$ cat src/rtl/pc_seq_ctrl_if.sv
// Next-PC sequencer bundle: PC/redirect/stall inputs and the proposed-address outputs.
// The sequencer connects through the slave modport; the driving side uses master.
interface pc_seq_ctrl_if;
    logic [15:0] pc;
    logic        hazard_stall;
    logic        imem_ready;
    logic        br_taken;
    logic [15:0] br_target;
    logic        jmp_valid;
    logic [15:0] jmp_target;
    logic        exc_valid;
    logic        halt_req;
    logic [15:0] next_addr;
    logic        pc_stall;
    logic        flush;
    logic        halted;
    logic        misalign_err;

    modport master (
        output pc, hazard_stall, imem_ready, br_taken, br_target,
               jmp_valid, jmp_target, exc_valid, halt_req,
        input  next_addr, pc_stall, flush, halted, misalign_err
    );

    modport slave (
        input  pc, hazard_stall, imem_ready, br_taken, br_target,
               jmp_valid, jmp_target, exc_valid, halt_req,
        output next_addr, pc_stall, flush, halted, misalign_err
    );
endinterface

$ cat src/rtl/pc_seq_ctrl.sv
// Fetch-stage next-PC sequencer and stall controller (boot, redirect, pend, halt).
// Define PC_SEQ_ALIGN_CHK_EN to trap odd jump/branch targets to EXC_VEC and flag misalign_err.
module pc_seq_ctrl #(
    parameter logic [15:0] RESET_VEC    = 16'h0000,
    parameter logic [15:0] EXC_VEC      = 16'h0002,
    parameter int unsigned FLUSH_CYCLES = 1
) (
    input logic          clk,
    input logic          rst,
    pc_seq_ctrl_if.slave bus
);
    typedef enum logic [1:0] {StBoot, StRun, StPend, StHalt} state_e;

    // The apply cycle itself is the first flush cycle, so the counter covers the remainder.
    localparam logic [2:0] FlushLoad = 3'(FLUSH_CYCLES - 1);

    state_e      state_q, state_d;
    logic [15:0] pend_q, pend_d;
    logic [2:0]  cnt_q, cnt_d;
    logic        halted_q;

    logic        stall;
    logic        halting;
    logic        redirect;
    logic        apply;
    logic [15:0] apply_addr;
    logic [15:0] raw_tgt;
    logic [15:0] run_tgt;
    logic [15:0] next_addr;
    logic        pc_stall;
    logic        flush;

    assign stall    = bus.hazard_stall | ~bus.imem_ready;
    assign halting  = bus.halt_req & ~bus.exc_valid;
    assign redirect = bus.exc_valid | bus.jmp_valid | bus.br_taken;

`ifdef PC_SEQ_ALIGN_CHK_EN
    logic mis_det;
    logic mis_q;
`endif

    // Redirect target selection: exception > jump > branch.
    always_comb begin
        raw_tgt = bus.jmp_valid ? bus.jmp_target : bus.br_target;
        run_tgt = raw_tgt;
`ifdef PC_SEQ_ALIGN_CHK_EN
        mis_det = 1'b0;
`endif
        if (bus.exc_valid) begin
            run_tgt = EXC_VEC;
        end
`ifdef PC_SEQ_ALIGN_CHK_EN
        else if (raw_tgt[0]) begin
            run_tgt = EXC_VEC;
            mis_det = (state_q == StRun) && !bus.halt_req && (bus.jmp_valid || bus.br_taken);
        end
`endif
    end

    always_ff @(posedge clk or negedge rst) begin
        if (!rst) begin
            state_q  <= StBoot;
            pend_q   <= 16'h0000;
            cnt_q    <= 3'd0;
            halted_q <= 1'b0;
        end else begin
            state_q  <= state_d;
            pend_q   <= pend_d;
            cnt_q    <= cnt_d;
            halted_q <= (state_d == StHalt);
        end
    end

    always_comb begin
        state_d    = state_q;
        pend_d     = pend_q;
        apply      = 1'b0;
        apply_addr = run_tgt;
        unique case (state_q)
            StBoot: begin
                state_d = StRun;
            end
            StRun: begin
                if (halting) begin
                    state_d = StHalt;
                end else if (redirect) begin
                    if (stall) begin
                        pend_d  = run_tgt;
                        state_d = StPend;
                    end else begin
                        apply = 1'b1;
                    end
                end
            end
            StPend: begin
                if (bus.exc_valid) begin
                    pend_d = EXC_VEC;
                end
                apply_addr = bus.exc_valid ? EXC_VEC : pend_q;
                if (halting) begin
                    state_d = StHalt;
                end else if (!stall) begin
                    apply   = 1'b1;
                    state_d = StRun;
                end
            end
            StHalt: begin
                state_d = StHalt;
            end
            default: begin
                state_d = StBoot;
            end
        endcase
    end

    always_comb begin
        if (apply) begin
            cnt_d = FlushLoad;
        end else if (cnt_q != 3'd0) begin
            cnt_d = cnt_q - 3'd1;
        end else begin
            cnt_d = 3'd0;
        end
    end

    always_comb begin
        next_addr = bus.pc;
        pc_stall  = 1'b1;
        flush     = 1'b0;
        unique case (state_q)
            StBoot: begin
                // While reset is held the stall stays up; BOOT releases it once rst deasserts.
                next_addr = RESET_VEC;
                pc_stall  = ~rst;
            end
            StRun, StPend: begin
                flush = apply | (cnt_q != 3'd0);
                if (apply) begin
                    next_addr = apply_addr;
                    pc_stall  = 1'b0;
                end else if (state_q == StRun && !stall && !halting) begin
                    next_addr = bus.pc + 16'd2;
                    pc_stall  = 1'b0;
                end
            end
            StHalt: begin
                flush = 1'b0;
            end
            default: begin
                pc_stall = 1'b1;
            end
        endcase
    end

    assign bus.next_addr = next_addr;
    assign bus.pc_stall  = pc_stall;
    assign bus.flush     = flush;
    assign bus.halted    = halted_q;

`ifdef PC_SEQ_ALIGN_CHK_EN
    always_ff @(posedge clk or negedge rst) begin
        if (!rst) begin
            mis_q <= 1'b0;
        end else begin
            mis_q <= mis_det;
        end
    end

    assign bus.misalign_err = mis_q;
`else
    assign bus.misalign_err = 1'b0;
`endif
endmodule

$ cat src/flat_wrapper.sv
// flat-port wrapper written by rule: the top's interface ports become plain ports
module pc_seq_ctrl_flat 
#(
    parameter logic [15:0] RESET_VEC    = 16'h0000,
    parameter logic [15:0] EXC_VEC      = 16'h0002,
    parameter int unsigned FLUSH_CYCLES = 1
)
  (clk, rst, bus_pc, bus_hazard_stall, bus_imem_ready, bus_br_taken, bus_br_target, bus_jmp_valid, bus_jmp_target, bus_exc_valid, bus_halt_req, bus_next_addr, bus_pc_stall, bus_flush, bus_halted, bus_misalign_err);
  pc_seq_ctrl_if bus_i ();
  input logic clk;
  input logic rst;
  input wire logic [$bits(bus_i.pc)-1:0] bus_pc;
  input wire logic [$bits(bus_i.hazard_stall)-1:0] bus_hazard_stall;
  input wire logic [$bits(bus_i.imem_ready)-1:0] bus_imem_ready;
  input wire logic [$bits(bus_i.br_taken)-1:0] bus_br_taken;
  input wire logic [$bits(bus_i.br_target)-1:0] bus_br_target;
  input wire logic [$bits(bus_i.jmp_valid)-1:0] bus_jmp_valid;
  input wire logic [$bits(bus_i.jmp_target)-1:0] bus_jmp_target;
  input wire logic [$bits(bus_i.exc_valid)-1:0] bus_exc_valid;
  input wire logic [$bits(bus_i.halt_req)-1:0] bus_halt_req;
  output wire logic [$bits(bus_i.next_addr)-1:0] bus_next_addr;
  output wire logic [$bits(bus_i.pc_stall)-1:0] bus_pc_stall;
  output wire logic [$bits(bus_i.flush)-1:0] bus_flush;
  output wire logic [$bits(bus_i.halted)-1:0] bus_halted;
  output wire logic [$bits(bus_i.misalign_err)-1:0] bus_misalign_err;
  assign bus_i.pc = bus_pc;
  assign bus_i.hazard_stall = bus_hazard_stall;
  assign bus_i.imem_ready = bus_imem_ready;
  assign bus_i.br_taken = bus_br_taken;
  assign bus_i.br_target = bus_br_target;
  assign bus_i.jmp_valid = bus_jmp_valid;
  assign bus_i.jmp_target = bus_jmp_target;
  assign bus_i.exc_valid = bus_exc_valid;
  assign bus_i.halt_req = bus_halt_req;
  assign bus_next_addr = bus_i.next_addr;
  assign bus_pc_stall = bus_i.pc_stall;
  assign bus_flush = bus_i.flush;
  assign bus_halted = bus_i.halted;
  assign bus_misalign_err = bus_i.misalign_err;
  pc_seq_ctrl #(.RESET_VEC(RESET_VEC), .EXC_VEC(EXC_VEC), .FLUSH_CYCLES(FLUSH_CYCLES)) u_core (.clk(clk), .rst(rst), .bus(bus_i));
endmodule
$ cat config.mk
export PLATFORM = sky130hd
export DESIGN_NAME = pc_seq_ctrl_flat
export DESIGN_NICKNAME = d
export VERILOG_FILES = /design/src/rtl/pc_seq_ctrl_if.sv /design/src/rtl/pc_seq_ctrl.sv /design/src/flat_wrapper.sv
export SDC_FILE = /design/constraint.sdc
export NUM_CORES = 1
export LEC_CHECK = 0
export ABC_AREA = 1
export BUFFER_PORTS_ARGS = -buffer_cell sky130_fd_sc_hd__buf_2
export CAP_MARGIN = 20
export CORE_ASPECT_RATIO = 0.6
export CORE_MARGIN = 10
export CORE_UTILIZATION = 55
export DETAILED_ROUTE_END_ITERATION = 6
export HOLD_SLACK_MARGIN = 0.03
export PLACE_DENSITY = 0.95
export SETUP_SLACK_MARGIN = 0.3
export SYNTH_ARGS = -nofsm -noshare
export SYNTH_HDL_FRONTEND = slang
export SYNTH_SLANG_ARGS = --single-unit
$ cat constraint.sdc
create_clock -name clk -period 5.75 [get_ports clk]
set_clock_uncertainty 0.2 [all_clocks]
set_input_delay 1.15 -clock clk [delete_from_list [all_inputs] [get_ports clk]]
set_output_delay 1.15 -clock clk [all_outputs]
set_load 0.01 [all_outputs]
Yosys cells after proc, flatten, opt, wreduce, memory -nomap -nowiden
Index checks and enable logic that the tools add are counted.

Word-level logic and storage cells: 58. Bits in read-only memories: 0. Flip-flop bits (word level): 22. Output and inout bits: 20. Memories kept: 0. Input bits: 56. Bits in latches: 0. Memory bits (writable): 0.

Equality and inequality tests: 7. Shifts and indexed selects: 0. Div/mod/pow operators: 0. Magnitude comparators: 0. $mul: 0. Add/sub/neg operators: 2. Bitwise logic cells: 8. Reductions and logical operators: 9. Muxes and demuxes: 28.

Operator list (number): 16-bit two-way mux (9); 16-bit case mux with 2 select lines (2); 16-bit by 2-bit adder with 16-bit output (second input constant) (1); 2-bit two-way mux (5); 2-bit case mux with 4 select lines (1); 1-bit two-way mux (7); 2-bit equality test (second input constant) (3); 3-bit two-way mux (2); 2-bit by 1-bit != test with 1-bit output (second input constant) (2); 1-bit OR (4); 1-bit case mux with 2 select lines (2); 4-bit AND reduction (1); 1-bit inverter (3); 3-bit nonzero test (1); 3-bit by 1-bit subtractor with 3-bit output (second input constant) (1); 2-bit by 1-bit equality test with 1-bit output (second input constant) (1); 1-bit logical AND (2); 1-bit zero test (2); 2-bit zero test (1); 2-bit != test (second input constant) (1); 2-bit nonzero test (1); 2-bit OR reduction (1); 1-bit AND (1).

Logic depth before layout (Yosys ltp)
Depth in word-level cells: 8. Mapped depth: 11. Gate-level depth less buffers: 10.

Worst setup path after synthesis
OpenSTA, ideal clock, no wires.

Kind: input-to-output. From: in bus_exc_valid. To: out bus_next_addr[9]. Data required time: 4.400 ns. Slack: 2.240 ns. Data arrival time: 2.160 ns. Cell stages on the path: 10. Path buffers: 2. Cells stage by stage: buf_4 -> nor3_2 -> inv_1 -> nand2_2 -> nand2_4 -> nand2_4 -> buf_6 -> nand3_2 -> nand2_1 -> nand2_1.

Word-level cells in the longest chain between the ends: 7. Elaborated cells between the ends (all ways): 16. Classes of those cells: mux: 10; bitwise: 4; reduce/logical: 2.

RTL lines: from (decl) (RTL line flat_wrapper.sv:19) `input wire logic [$bits(bus_i.exc_valid)-1:0] bus_exc_valid;`; 1-bit OR or 1-bit inverter (tied branches) (RTL line pc_seq_ctrl.sv:35, pc_seq_ctrl.sv:34); 1-bit OR or 1-bit AND (tied branches) (RTL line pc_seq_ctrl.sv:35, pc_seq_ctrl.sv:34); 1-bit two-way mux or 1-bit zero test (tied branches) (RTL line pc_seq_ctrl.sv:86, pc_seq_ctrl.sv:141); 1-bit two-way mux or 1-bit logical AND (tied branches) (RTL line pc_seq_ctrl.sv:84, pc_seq_ctrl.sv:141); 1-bit case mux with 2 select lines or 16-bit two-way mux (tied branches) (RTL line pc_seq_ctrl.sv:79, pc_seq_ctrl.sv:141); 16-bit two-way mux * (RTL line pc_seq_ctrl.sv:138) `if (apply) begin`; 16-bit case mux with 2 select lines * (RTL line pc_seq_ctrl.sv:130) `unique case (state_q)`; to (decl) (RTL line flat_wrapper.sv:21) `output wire logic [$bits(bus_i.next_addr)-1:0] bus_next_addr;`.

Mark *: on every way between the ends. The rest lies on a longest branch, timed or not.

Worst setup path in the final report
From: reg u_core.state_q[0]. To: out bus_next_addr[2].

Word-level cells in the longest chain between the ends: 6. Elaborated cells between the ends (all ways): 11. Classes of those cells: eq/ne: 2; mux: 5; reduce/logical: 4.

RTL lines: from (decl) (RTL line pc_seq_ctrl.sv:17) `state_e state_q, state_d;`; from (signal assigned) (RTL line pc_seq_ctrl.sv:62) `state_q <= StBoot;`; from (signal assigned) (RTL line pc_seq_ctrl.sv:67) `state_q <= state_d;`; 2-bit by 1-bit equality test with 1-bit output (RTL line pc_seq_ctrl.sv:79, pc_seq_ctrl.sv:130, pc_seq_ctrl.sv:141); 1-bit logical AND (2 in a row) (RTL line pc_seq_ctrl.sv:141) `end else if (state_q == StRun && !stall && !halting) begin`; 16-bit two-way mux (RTL line pc_seq_ctrl.sv:141); 16-bit two-way mux (RTL line pc_seq_ctrl.sv:138); 16-bit case mux with 2 select lines * (RTL line pc_seq_ctrl.sv:130).

Marked as above.

==> results.yml <==
die:
  start_util_pct: 56.3
  row_count: 18
  coreArea_um2: 4050
  dieArea_um2: 7210
  die_w_um: 103
  fp.dieH_um: 69.9
  io_pins: 76
clock_tree:
  numCtsBuffers: 3
  cts_tree: "yes"
  cts_hold_buf: 0
  root_buffer: "clkbuf_8"
  clockBufferDepth: 2
  clkTransAtPathRegs_ns: 0.08
  cts_setup_buffers: 0
  ctsHtreeMaxLevel: 1
  clock_latency_ns: 0.27
  cts.sinks: 22
  ctsResizeCount: 0
critical_path:
  crit_path_start_kind: "flop"
  path_delay_family: "buffers and inverters"
  worstPathMaxFanout: 19
  crit_chain: "inv_1 > ha_1 > clkinv_1 > nor2_1 > nor2_1 > o21ai_0 > a21oi_1 > nand2_1 > o21ai_0 > buf_2"
  crit_buf_inv: 3
  crit_required_ns: 4.40
  r2r_cells: 5
  path_depth: 10
  critPathKind: "reg2out"
  cpPeakStageDelay_ns: 0.60
  cp_slowest_cell: "clkinv_1"
  arrival_ns: 2.86
  crit_path_end_kind: "primary output"
global_route:
  grtUsageTotal_pct: 18.2
  grt_start_max_net_pins: 34
  grt_pass1_wl_um: 11000
  grt_pass1_vias: 2430
  overflow: 0
  antenna_found_initial: 0
sta:
  maxSlewViolCount: 0
  fin_crit_ns: 4.21
  period_share_pct: 73.3
  tightest_slew_ns: 0.962
  hold_viol_final: 0
  rsz0062_at_grt: "false"
  finalSetupViolCount: 0
  setup_tns_ns: 0
  max_freq_ghz: 0.237
  slew_headroom_pct: 35.7
synthesis:
  synth_common_cells: "nand2_1, o21ai_0, nor2_1, inv_1, dfrtp_1"
  synthTopCellsByArea: "dfrtp_1, nand2_1, o21ai_0, nor2_1, inv_1"
  syn_inst: 384
  synth.yosys.seq_area_share_pct: 24.1
  ys_types: 32
  ys_ff_latch: 22
  syn_area_per_cell_um2: 5.95
  yosysTopAreaCell: "dfrtp_1"
  syn_area_um2: 2280
  async_flop_share_pct: 100
  synth_top_area_share_pct: 24.1
  yosys_warnings: 0
  synth_flop_cell: "dfrtp_1"
  synth.most_common_cell: "nand2_1"
  syn-num-nets: 447
  synth-edff-count: 0
cells_and_area:
  final_cells: 496
  num_antenna_cells: 0
  final_cell_area_um2: 2700
  final_nets: 510
  synthToLayoutAreaGrowth_pct: 18.3
  drive_above_1_share_pct: 22.2
placed_design:
  gp_congestion: 0.901
  dpl-instance-area_um2: 2630
  placedCellCount: 492
  port_buffers: 74
  dp.final_hpwl_um: 5290
drt:
  routed_wirelength_um: 6800
  vias: 2680
  drtAntennaViolNets: 0
  avgViaCountPerCell: 5.40
  drt_iter0_markers: 215
  wire_per_inst_um: 13.7
  drc: 0
  drt_pre_antenna_iters: 5
pwr:
  ir_worst_vdd_uv: 232
  finalPower_mw: 1.11
  powerDensity_nw_per_um2: 412
  leakagePower_nw: 1.55
min_path:
  hp-class: "reg2reg"
  holdPathStages: 1
job:
  cap_violations: 0
run_status:
  status: "completed"
[state kept, by name, summed over array words and instances (netlist names)]
| register | count |
|---|---|
| u_core.state_q | 2 |
| u_core.bus.halted | 1 |
| u_core.pend_q | 16 |
| u_core.cnt_q | 3 |
[per-layer routing]
layer	share of wire [%]	track usage, %
met1	45	26.2
met2	42	26.8
met3	13	2.95
met4	1.1	5.68
met5	0	0
[cell families after synthesis]
logic type | after synthesis | synth area share, %
flip-flops | 22 | 24.1
buffers and inverters | 62 | 11.3
other | 1 | 0.164
adder cells (fa/ha/maj) | 7 | 3.84
XOR/XNOR | 2 | 0.767
AO/OA/AOI/OAI | 78 | 17.4
AND/OR/NAND/NOR | 212 | 42.4
[final cells by class]
cell class | count | area [um2]
multi-input combinational | 300 | 1470
fill | 379 | 1350
sequential | 22 | 551
timing repair buffer | 74 | 370
inverter | 46 | 173
tap | 50 | 62.6
clock buffer | 3 | 41.3
clock inverter | 1 | 30.0
[placed cells by master (no fill, tap or decap)]
| cell | netlist | final |
|---|---|---|
| or2_2 | 2 | 2 |
| nand3b_1 | 7 | 7 |
| xor2_1 | 1 | 1 |
| conb_1 | 1 | 1 |
| o21ai_2 | 1 | 1 |
| buf_2 | 6 | 74 |
| nor2_2 | 3 | 3 |
| nand2_2 | 2 | 2 |
| o21ai_1 | 2 | 2 |
| nor2_1 | 47 | 47 |
| clkbuf_8 | 0 | 3 |
| nor3b_1 | 1 | 1 |
| inv_1 | 45 | 45 |
| nor2_4 | 2 | 2 |
| nor3_1 | 2 | 2 |
| bufinv_16 | 0 | 1 |
| a21oi_1 | 19 | 19 |
| nand3_1 | 15 | 15 |
| nand2_4 | 2 | 2 |
| nand2_1 | 116 | 116 |
| nor3_2 | 1 | 1 |
| ha_1 | 7 | 7 |
| clkinv_1 | 1 | 1 |
| o211ai_1 | 1 | 1 |
| xnor2_1 | 1 | 1 |
| nand4_1 | 4 | 4 |
| nand3_4 | 1 | 1 |
| dfrtp_1 | 22 | 22 |
| o21ai_0 | 55 | 55 |
| nand3_2 | 7 | 7 |
[per-stage QoR]
stage	setup WS, ns	utilization, %	hold WS (ns)
detailed placement	1.73	64.9	0.251
global placement	1.78	64.9	0.252
finish	1.54	66.6	0.267
CTS	1.60	66.6	0.264
global route	1.27	66.6	0.314
floorplan	2.24	-	0.234
[path summary, 6_finish.rpt]
path | slack, ns | from | to
setup reg to reg | 2.95 | u_core.state_q[0] | u_core.pend_q[10]
hold / removal | 0.27 | u_core.cnt_q[0] | u_core.cnt_q[0]
max in group asynchronous | 4.35 | rst | u_core.pend_q[1]
setup / recovery | 1.54 | u_core.state_q[0] | bus_next_addr[2]
hold reg to reg | 0.27 | u_core.cnt_q[0] | u_core.cnt_q[0]
min in group asynchronous | 0.64 | rst | u_core.pend_q[4]
[power by group]
part / internal (mW) / total [mW] / switching (mW)
clock network: 0.0932 / 0.149 / 0.0556
registers: 0.208 / 0.240 / 0.0319
logic: 0.244 / 0.723 / 0.479
Note: power is estimated with default switching activity, not from simulation.
